[src/rtl/reaction_pkg.sv]
// rtl/reaction_pkg.sv - shared types and constants for the reaction timer
package reaction_pkg;

  typedef enum logic [2:0] {
    ST_IDLE,
    ST_WAIT,
    ST_RUN,
    ST_DONE,
    ST_FOUL
  } state_t;

  localparam logic [3:0] BCD_NINE = 4'd9;

  // Fibonacci taps 16,14,13,11 as a mask over lfsr[15:0]
  localparam logic [15:0] LFSR_TAPS = 16'hB400;

  function automatic logic [15:0] lfsr_next(input logic [15:0] v);
    return {v[14:0], ^(v & LFSR_TAPS)};
  endfunction

  function automatic logic [3:0] bcd_inc(input logic [3:0] d);
    return (d == BCD_NINE) ? 4'd0 : d + 4'd1;
  endfunction

endpackage

[src/rtl/bcd4_counter.sv]
// rtl/bcd4_counter.sv - four-digit BCD ripple counter saturating at 9999
module bcd4_counter
  import reaction_pkg::*;
(
  input  logic       i_clk,
  input  logic       i_rst,
  input  logic       i_clr,
  input  logic       i_set9,
  input  logic       i_inc,
  output logic [3:0] o_d0,
  output logic [3:0] o_d1,
  output logic [3:0] o_d2,
  output logic [3:0] o_d3,
  output logic       o_sat
);

  logic [3:0][3:0] r_d;
  logic [3:0]      w_nine;

  // per-digit "is nine" flags drive both the ripple carry and saturation
  always_comb begin
    for (int i = 0; i < 4; i++) begin
      w_nine[i] = (r_d[i] == BCD_NINE);
    end
  end

  assign o_sat = &w_nine;
  assign o_d0  = r_d[0];
  assign o_d1  = r_d[1];
  assign o_d2  = r_d[2];
  assign o_d3  = r_d[3];

  // clear beats force-to-nines beats increment; increments stop at 9999
  always_ff @(posedge i_clk or posedge i_rst) begin
    if (i_rst) begin
      r_d <= '0;
    end else if (i_clr) begin
      r_d <= '0;
    end else if (i_set9) begin
      r_d <= {4{BCD_NINE}};
    end else if (i_inc && !o_sat) begin
      r_d[0] <= bcd_inc(r_d[0]);
      if (w_nine[0])    r_d[1] <= bcd_inc(r_d[1]);
      if (&w_nine[1:0]) r_d[2] <= bcd_inc(r_d[2]);
      if (&w_nine[2:0]) r_d[3] <= bcd_inc(r_d[3]);
    end
  end

endmodule

[src/rtl/reaction_timer.sv]
// rtl/reaction_timer.sv - reaction-time trial controller feeding HighScore
module reaction_timer
  import reaction_pkg::*;
#(
  parameter int          DELAY_MIN_MS    = 1000,
  parameter int          DELAY_SPAN_BITS = 12,
  parameter logic [15:0] LFSR_SEED       = 16'hACE1
) (
  input  logic       i_clk,
  input  logic       i_rst,
  input  logic       i_tick_ms,
  input  logic       i_start_btn,
  input  logic       i_stop_btn,
  output logic [3:0] o_digit0,
  output logic [3:0] o_digit1,
  output logic [3:0] o_digit2,
  output logic [3:0] o_digit3,
  output logic       o_idle,
  output logic       o_go_led,
  output logic       o_foul
);

  localparam int WAIT_W = $clog2(DELAY_MIN_MS + 2**DELAY_SPAN_BITS);

  state_t            r_state;
  logic [15:0]       r_lfsr;
  logic [WAIT_W-1:0] r_wait_cnt;
  logic              r_idle;
  logic              r_go_led;
  logic              r_foul;

  logic [WAIT_W-1:0] w_wait_load;
  logic              w_arm;
  logic              w_set9;
  logic              w_inc;
  logic              w_sat;

  assign w_wait_load = WAIT_W'(DELAY_MIN_MS) + WAIT_W'(r_lfsr[DELAY_SPAN_BITS-1:0]);

  // a new trial may only be armed from a resting state
  assign w_arm  = i_start_btn && (r_state == ST_IDLE || r_state == ST_DONE || r_state == ST_FOUL);
  assign w_set9 = (r_state == ST_WAIT) && i_stop_btn;
  // a stop in the same cycle as a tick wins, so the latched time is the pre-stop count
  assign w_inc  = (r_state == ST_RUN) && i_tick_ms && !i_stop_btn && !w_sat;

  bcd4_counter u_count (
    .i_clk  (i_clk),
    .i_rst  (i_rst),
    .i_clr  (w_arm),
    .i_set9 (w_set9),
    .i_inc  (w_inc),
    .o_d0   (o_digit0),
    .o_d1   (o_digit1),
    .o_d2   (o_digit2),
    .o_d3   (o_digit3),
    .o_sat  (w_sat)
  );

  // free-running hold-off randomiser, advances every clock regardless of state
  always_ff @(posedge i_clk or posedge i_rst) begin
    if (i_rst) r_lfsr <= LFSR_SEED;
    else       r_lfsr <= lfsr_next(r_lfsr);
  end

  // trial sequencer: hold-off countdown, run, result/foul with registered flags
  always_ff @(posedge i_clk or posedge i_rst) begin
    if (i_rst) begin
      r_state    <= ST_IDLE;
      r_wait_cnt <= '0;
      r_idle     <= 1'b0;
      r_go_led   <= 1'b0;
      r_foul     <= 1'b0;
    end else begin
      case (r_state)
        ST_IDLE, ST_DONE, ST_FOUL: begin
          if (i_start_btn) begin
            r_state    <= ST_WAIT;
            r_wait_cnt <= w_wait_load;
            r_idle     <= 1'b0;
            r_foul     <= 1'b0;
          end
        end
        ST_WAIT: begin
          if (i_stop_btn) begin
            r_state <= ST_FOUL;
            r_foul  <= 1'b1;
          end else if (i_tick_ms) begin
            if (r_wait_cnt <= WAIT_W'(1)) begin
              r_state  <= ST_RUN;
              r_go_led <= 1'b1;
            end else begin
              r_wait_cnt <= r_wait_cnt - WAIT_W'(1);
            end
          end
        end
        ST_RUN: begin
          // a saturated count is a timeout even if stop arrives now
          if (w_sat) begin
            r_state  <= ST_FOUL;
            r_foul   <= 1'b1;
            r_go_led <= 1'b0;
          end else if (i_stop_btn) begin
            r_state  <= ST_DONE;
            r_idle   <= 1'b1;
            r_go_led <= 1'b0;
          end
        end
        default: begin
          r_state  <= ST_IDLE;
          r_idle   <= 1'b0;
          r_go_led <= 1'b0;
          r_foul   <= 1'b0;
        end
      endcase
    end
  end

  assign o_idle   = r_idle;
  assign o_go_led = r_go_led;
  assign o_foul   = r_foul;

endmodule

[config.mk]
export PLATFORM = sky130hd
export DESIGN_NAME = reaction_timer
export DESIGN_NICKNAME = d
export VERILOG_FILES = /design/src/rtl/reaction_pkg.sv /design/src/rtl/bcd4_counter.sv /design/src/rtl/reaction_timer.sv
export SDC_FILE = /design/constraint.sdc
export NUM_CORES = 1
export LEC_CHECK = 0
export CAP_MARGIN = 15
export CORE_MARGIN = 2
export CORE_UTILIZATION = 45
export CTS_CLUSTER_DIAMETER = 200
export DETAILED_ROUTE_END_ITERATION = 6
export GPL_ROUTABILITY_DRIVEN = 0
export GPL_TIMING_DRIVEN = 0
export PLACE_DENSITY = 0.62
export SETUP_SLACK_MARGIN = 0.05
export SYNTH_ARGS = -nofsm -noshare
export SYNTH_HDL_FRONTEND = slang
export SYNTH_HIERARCHICAL = 1
export SYNTH_SLANG_ARGS = --single-unit
[constraint.sdc]
create_clock -name i_clk -period 3.3 [get_ports i_clk]
set_input_delay 0.495 -clock i_clk [delete_from_list [all_inputs] [get_ports i_clk]]
set_output_delay 0.495 -clock i_clk [all_outputs]
set_load 0.1 [all_outputs]
; ---- After elaboration in Yosys (flattened, before gate mapping)
; Cells that the tools add are included.
; W data, S select, Z words.
[totals]
mem_bits_rw = 0
latch_bits = 0
out_inout_bits = 19
mem_bits_ro = 0
mem_count = 0
reg_bits = 51
inputBits = 5
word_cells = 102
[classes]
mul = 0
bitwise_logic = 2
n_lt_le_gt_ge = 1
shifts = 0
mux = 34
eq_ne = 20
addsub = 6
n_div = 0
n_reduce_logical = 29
[ops]
columns = op, count
row1 = $mux W13, 4
row2 = $mux W16, 3
row3 = $mux W4, 7
row4 = $pmux W13 S2, 1
row5 = $mux W3, 6
row6 = $add A4 B1 Y4 const B, 4
row7 = $eq A4 B4 Y1 const B, 4
row8 = $reduce_xor A16 Y1, 1
row9 = $ne A2 B2 Y1 const B, 7
row10 = $add A10 B12 Y13 const A, 1
row11 = $le A13 B1 Y1 const B, 1
row12 = $sub A13 B1 Y13 const B, 1
row13 = $reduce_and A4 Y1, 3
row14 = $reduce_bool A3 Y1, 4
row15 = $reduce_and A5 Y1, 2
row16 = $mux W1, 9
row17 = $pmux W1 S3, 3
row18 = $pmux W3 S3, 1
row19 = $reduce_and A2 Y1, 4
row20 = $eq A3 B2 Y1 const B, 2
row21 = $logic_and A1 B1 Y1, 6
row22 = $ne A3 B2 Y1 const B, 2
row23 = $reduce_and A3 Y1, 2
row24 = $ne A2 B1 Y1 const B, 2
row25 = other kinds (9), 12

; ---- Logic depth before layout (Yosys ltp)
[depth]
ltp_word = 8
ltp_mapped = 9

; ---- Cells and area by module
; The synthesis kept the hierarchy.
[modules_own_cells]
columns = module, instances, area_per_inst_um2, seq_area_each_um2, cells_per_inst
row1 = reaction_timer, 1, 1918.1, 885.8, 194
row2 = bcd4_counter, 1, 1076.0, 400.4, 110

; ---- Worst setup path after synthesis
; Ideal clock, no wire load.
[synth_timing]
path_kind = register -> register
startpoint = reg u_count.r_d (netlist bit u_count/o_d3[1])
endpoint = reg u_count.r_d (netlist bit u_count/o_d2[2])
required_time_ps = 3222
n_path_buf = 0
synth_period_minus_slack_ps = 3311
setup_slack_ps = -11
stages_incl_launch_ff = 10
arrival_ps = 3233
path_cell_list = dfrtp_1 -> inv_1 -> ha_1 -> nand3b_1 -> nor4_1 -> nor4_1 -> and4b_4 -> o211ai_4 -> or4_1 -> a21oi_1
[synth_between]
elab_chain_len = 7
[synth_rtl]
columns = item, line_no
row1 = "start, declared", bcd4_counter.sv:17  ; logic [3:0][3:0] r_d;
row2 = "start signal, assigned", bcd4_counter.sv:40  ; r_d <= {4{BCD_NINE}};
row3 = $eq A4 B4 Y1, bcd4_counter.sv:23  ; w_nine[i] = (r_d[i] == BCD_NINE);
row4 = $reduce_and A4 Y1, bcd4_counter.sv:27  ; assign o_sat = &w_nine;
row5 = net w_sat, reaction_timer.sv:36  ; logic w_sat;
row6 = $logic_not A1 Y1, reaction_timer.sv:44  ; assign w_inc = (r_state == ST_RUN) && i_tick_ms && !i_stop_btn && !w_sat;
row7 = $logic_and A1 B1 Y1, reaction_timer.sv:44
row8 = net w_inc, reaction_timer.sv:35  ; logic w_inc;
row9 = $logic_and A1 B1 Y1, bcd4_counter.sv:41  ; end else if (i_inc && !o_sat) begin
row10 = $reduce_bool A3 Y1 (no line), --
row11 = $reduce_and A2 Y1 (no line), --
; The timed path passes the listed nets, and every way through them passes these cells.
; A chain may end at the register's enable or synchronous reset.

; ---- Worst setup path after layout
[layout_timing]
startpoint = reg r_state[1]
endpoint = reg u_count.r_d (netlist bit u_count/o_d1[1])
[layout_between]
word_cells_on_any_way = 18
cone_classes = eq/ne: 4 / mux: 2 / reduce/logical: 12
[layout_lines]
columns = item, line_no
row1 = "start, declared", reaction_timer.sv:25  ; state_t r_state;
row2 = "start signal, assigned", reaction_timer.sv:68  ; r_state <= ST_IDLE;
row3 = "start signal, assigned", reaction_timer.sv:77  ; r_state <= ST_WAIT;
row4 = "start signal, assigned", reaction_timer.sv:85  ; r_state <= ST_FOUL;
row5 = $eq A3 B1 Y1 (*), reaction_timer.sv:42  ; assign w_set9 = (r_state == ST_WAIT) && i_stop_btn;
row6 = $logic_and A1 B1 Y1 (*), reaction_timer.sv:42
row7 = net w_set9, reaction_timer.sv:34  ; logic w_set9;
row8 = $reduce_bool A3 Y1 (no line) or $mux W16 (tied branches), --
row9 = $reduce_and A2 Y1 (no line) or $mux W16 (tied branches), --
; The timed path passes the listed nets; every way through them passes the cells marked *.

==> summary.txt <==
Top cells by count, synth: dfrtp_1, a21oi_1, nor2_1, inv_1, nand2_1
Area grow syn2layout: 15.8%
HP Class: register to register
Slew HR: 34.9%
Routed Antenna Nets: 0
Top FF cell, synth: dfrtp_1
Worst Skew: 9.53 ps
Metal3 WL: 143 um
Highest Clock Rate: 0.335 GHz
Sequential-to-total area share from yosys stat: 43.0%
Clock Tree Buf Depth: 2
Overall power: 2.73 mW
Die ar.: 7320 um2
DR WL/cell: 15.5 um
Initial antenna violation count: 0
Cells after Synth: 304
Clock root buffer: clkbuf_8
Clock transition at path regs: 100 ps
CTS Buf Count: 5
Vias in the first global route: 2187
Syn avg cell area: 9.85 um2
Routed vias/inst: 5.67
Setup_tns: 0 ps
Yosys Warn Count: 6
Final period util: 90.4%
Io pins: 24
Hold Buf Count CTS: 0
Worst setup SP type: register
VDD IR max: 0.428 mV
Grt total ovfl: 0
Core area: 6390 um2
Max cap viols: 0
Final setup viols: 0
Die W: 85.6 um
DRC viols: 0
Post-synth top area cell: dfrtp_1
Syn_nets: 320
Clk Latency, worst-skew pair: 310 ps
Status: complete, no violations
Max FO, Critical Path: 10
Initial Utilization: 46.9%
Final net count: 350
Die H: 85.6 um
Ranking of synthesized cells by area: dfrtp_1, dfstp_2, a21oi_1, ha_1, nor2_1
Worst slew pin tran: 974 ps
Most common cell in the netlist: dfrtp_1
Setup CP Type: register to register
PD cells: 788 nW/um2
Post-Syn Area: 2990 um2
FF+latch count, synth: 51
Synth async-reset ratio: 100%
GRT Util Overall: 18.6%
TritonCTS Sinks: 51
Pins Over Slew Limit: 0
Largest net degree at the start of global routing: 21
HPWL after DPL: 4.69 mm
Post-CTS Setup Inserts: 0
Initial DRC count: 84
WL met2: 2.94 mm
EDFF count, synth: 0
H-tree depth: 2
Synth top area share: 35.9%
Detailed Route WL: 6.38 mm
Crit path capture type: register
I/O Buffers: 22
Highest routed layer: met4
Place WS: 179 ps
Leakage: 1.37 nW
CP required: 3500 ps
Post-synth cell types: 65
Post-cts resize count: 0
Row count: 29
CTS tree: built
Tmin final: 2980 ps
Layout cells sized above 1: 16.1%
DRT Pass-1 Iters: 4
WP data arrival: 3180 ps
Post-route setup slack: 317 ps
Final Hold Fails: 0
Final instance area: 3470 um2
First-pass GRT wire length: 10.8 mm
RSZ-0062 raised after global routing: false
Antenna Cells: 0
Vias: 2337
Area after DPL: 3340 um2
Metal-1 WL: 3.26 mm
-- state kept, by name (all words and copies together) (netlist names) --
name          cells
u_count/o_d3      4
r_wait_cnt       13
r_lfsr           16
o_foul            1
u_count/o_d1      4
o_go_led          1
o_idle            1
r_state           3
u_count/o_d0      4
u_count/o_d2      4
-- metrics by stage --
step,std cells,utilization [%],hold slack (ps)
after CTS,412,54.2,375
after floorplan,304,-,333
after global routing,412,54.3,387
final,412,54.3,370
after detailed placement,404,52.4,346
after global placement,403,51.9,336
-- worst paths after layout --
path | start | endpoint | slack (ps) | cells after the start
setup reg to reg | r_state[1]$_DFFE_PP0P_ | u_count/o_d1[1]$_DFFE_PP0P_ | 320 | 8
hold reg to reg | r_lfsr[14]$_DFF_PP0_ | r_lfsr[15]$_DFF_PP1_ | 370 | 0
max in group asynchronous | i_rst | r_lfsr[5]$_DFF_PP1_ | 2070 | 3
min in group asynchronous | i_rst | u_count/o_d0[0]$_DFFE_PP0P_ | 610 | 2
hold / removal | r_lfsr[14]$_DFF_PP0_ | r_lfsr[15]$_DFF_PP1_ | 370 | 0
setup / recovery | r_state[1]$_DFFE_PP0P_ | u_count/o_d1[1]$_DFFE_PP0P_ | 320 | 8
-- logic make-up after synthesis --
logic type,synth area share [%]
simple gates,21.8
compound gates,21.6
flops,43.0
buf+inv,4.14
xor+xnor,3.80
fa+ha+maj,4.60
mux,1.13
-- worst max-delay path: stages, from the launching register on --
cell and delay [ps]:
dfrtp_1 430, clkbuf_1 220, nor3b_1 460, clkbuf_1 410, and2_1 320, or2_1 130, clkbuf_1 420, a21oi_2 140
mux2_1 350
-- where the power goes --
| group | switching, mW | internal (mW) |
|---|---|---|
| clock network | 0.224 | 0.230 |
| registers | 0.153 | 0.740 |
| logic | 0.948 | 0.437 |
| total | 1.32 | 1.41 |
-- layout make-up --
type	count	area [um2]
repair buffers	23	248
multi-input cells	225	1590
well taps	77	96.3
clock buffers	5	68.8
fillers	579	2920
inverters	17	63.8
clock inverters	3	47.5
flip-flops and latches	51	1290
plain buffers	11	60.1
-- per-layer routing --
layer  vias to the layer above  track usage, %
li1                       1166               -
met1                      1145            26.7
met2                        24            29.4
met3                         2            3.18
met4                         0            4.76
met5                         -               0
-- layout by cell type, fill, tap and decap left out, types with 3 or more instances in the layout --
| master | count |
|---|---|
| a21oi_1 | 29 |
| a21oi_2 | 3 |
| a2bb2oi_1 | 4 |
| and2_1 | 4 |
| and3b_1 | 3 |
| buf_2 | 6 |
| clkbuf_1 | 4 |
| clkbuf_8 | 5 |
| clkdlybuf4s50_1 | 22 |
| dfrtp_1 | 39 |
| dfrtp_2 | 4 |
| dfstp_2 | 8 |
| ha_1 | 11 |
| inv_1 | 17 |
| nand2_1 | 16 |
| nand2b_1 | 7 |
| nand3_1 | 10 |
| nand3b_1 | 3 |
| nor2_1 | 25 |
| nor3_1 | 8 |
| nor3b_1 | 4 |
| nor4_1 | 5 |
| o21ai_0 | 13 |
| o21ai_1 | 4 |
| o21ai_2 | 5 |
| o22ai_1 | 3 |
| o31a_1 | 4 |
| or3_1 | 4 |
| xnor2_1 | 6 |
| xor2_1 | 7 |
Note: power is estimated with default switching activity, not from simulation.
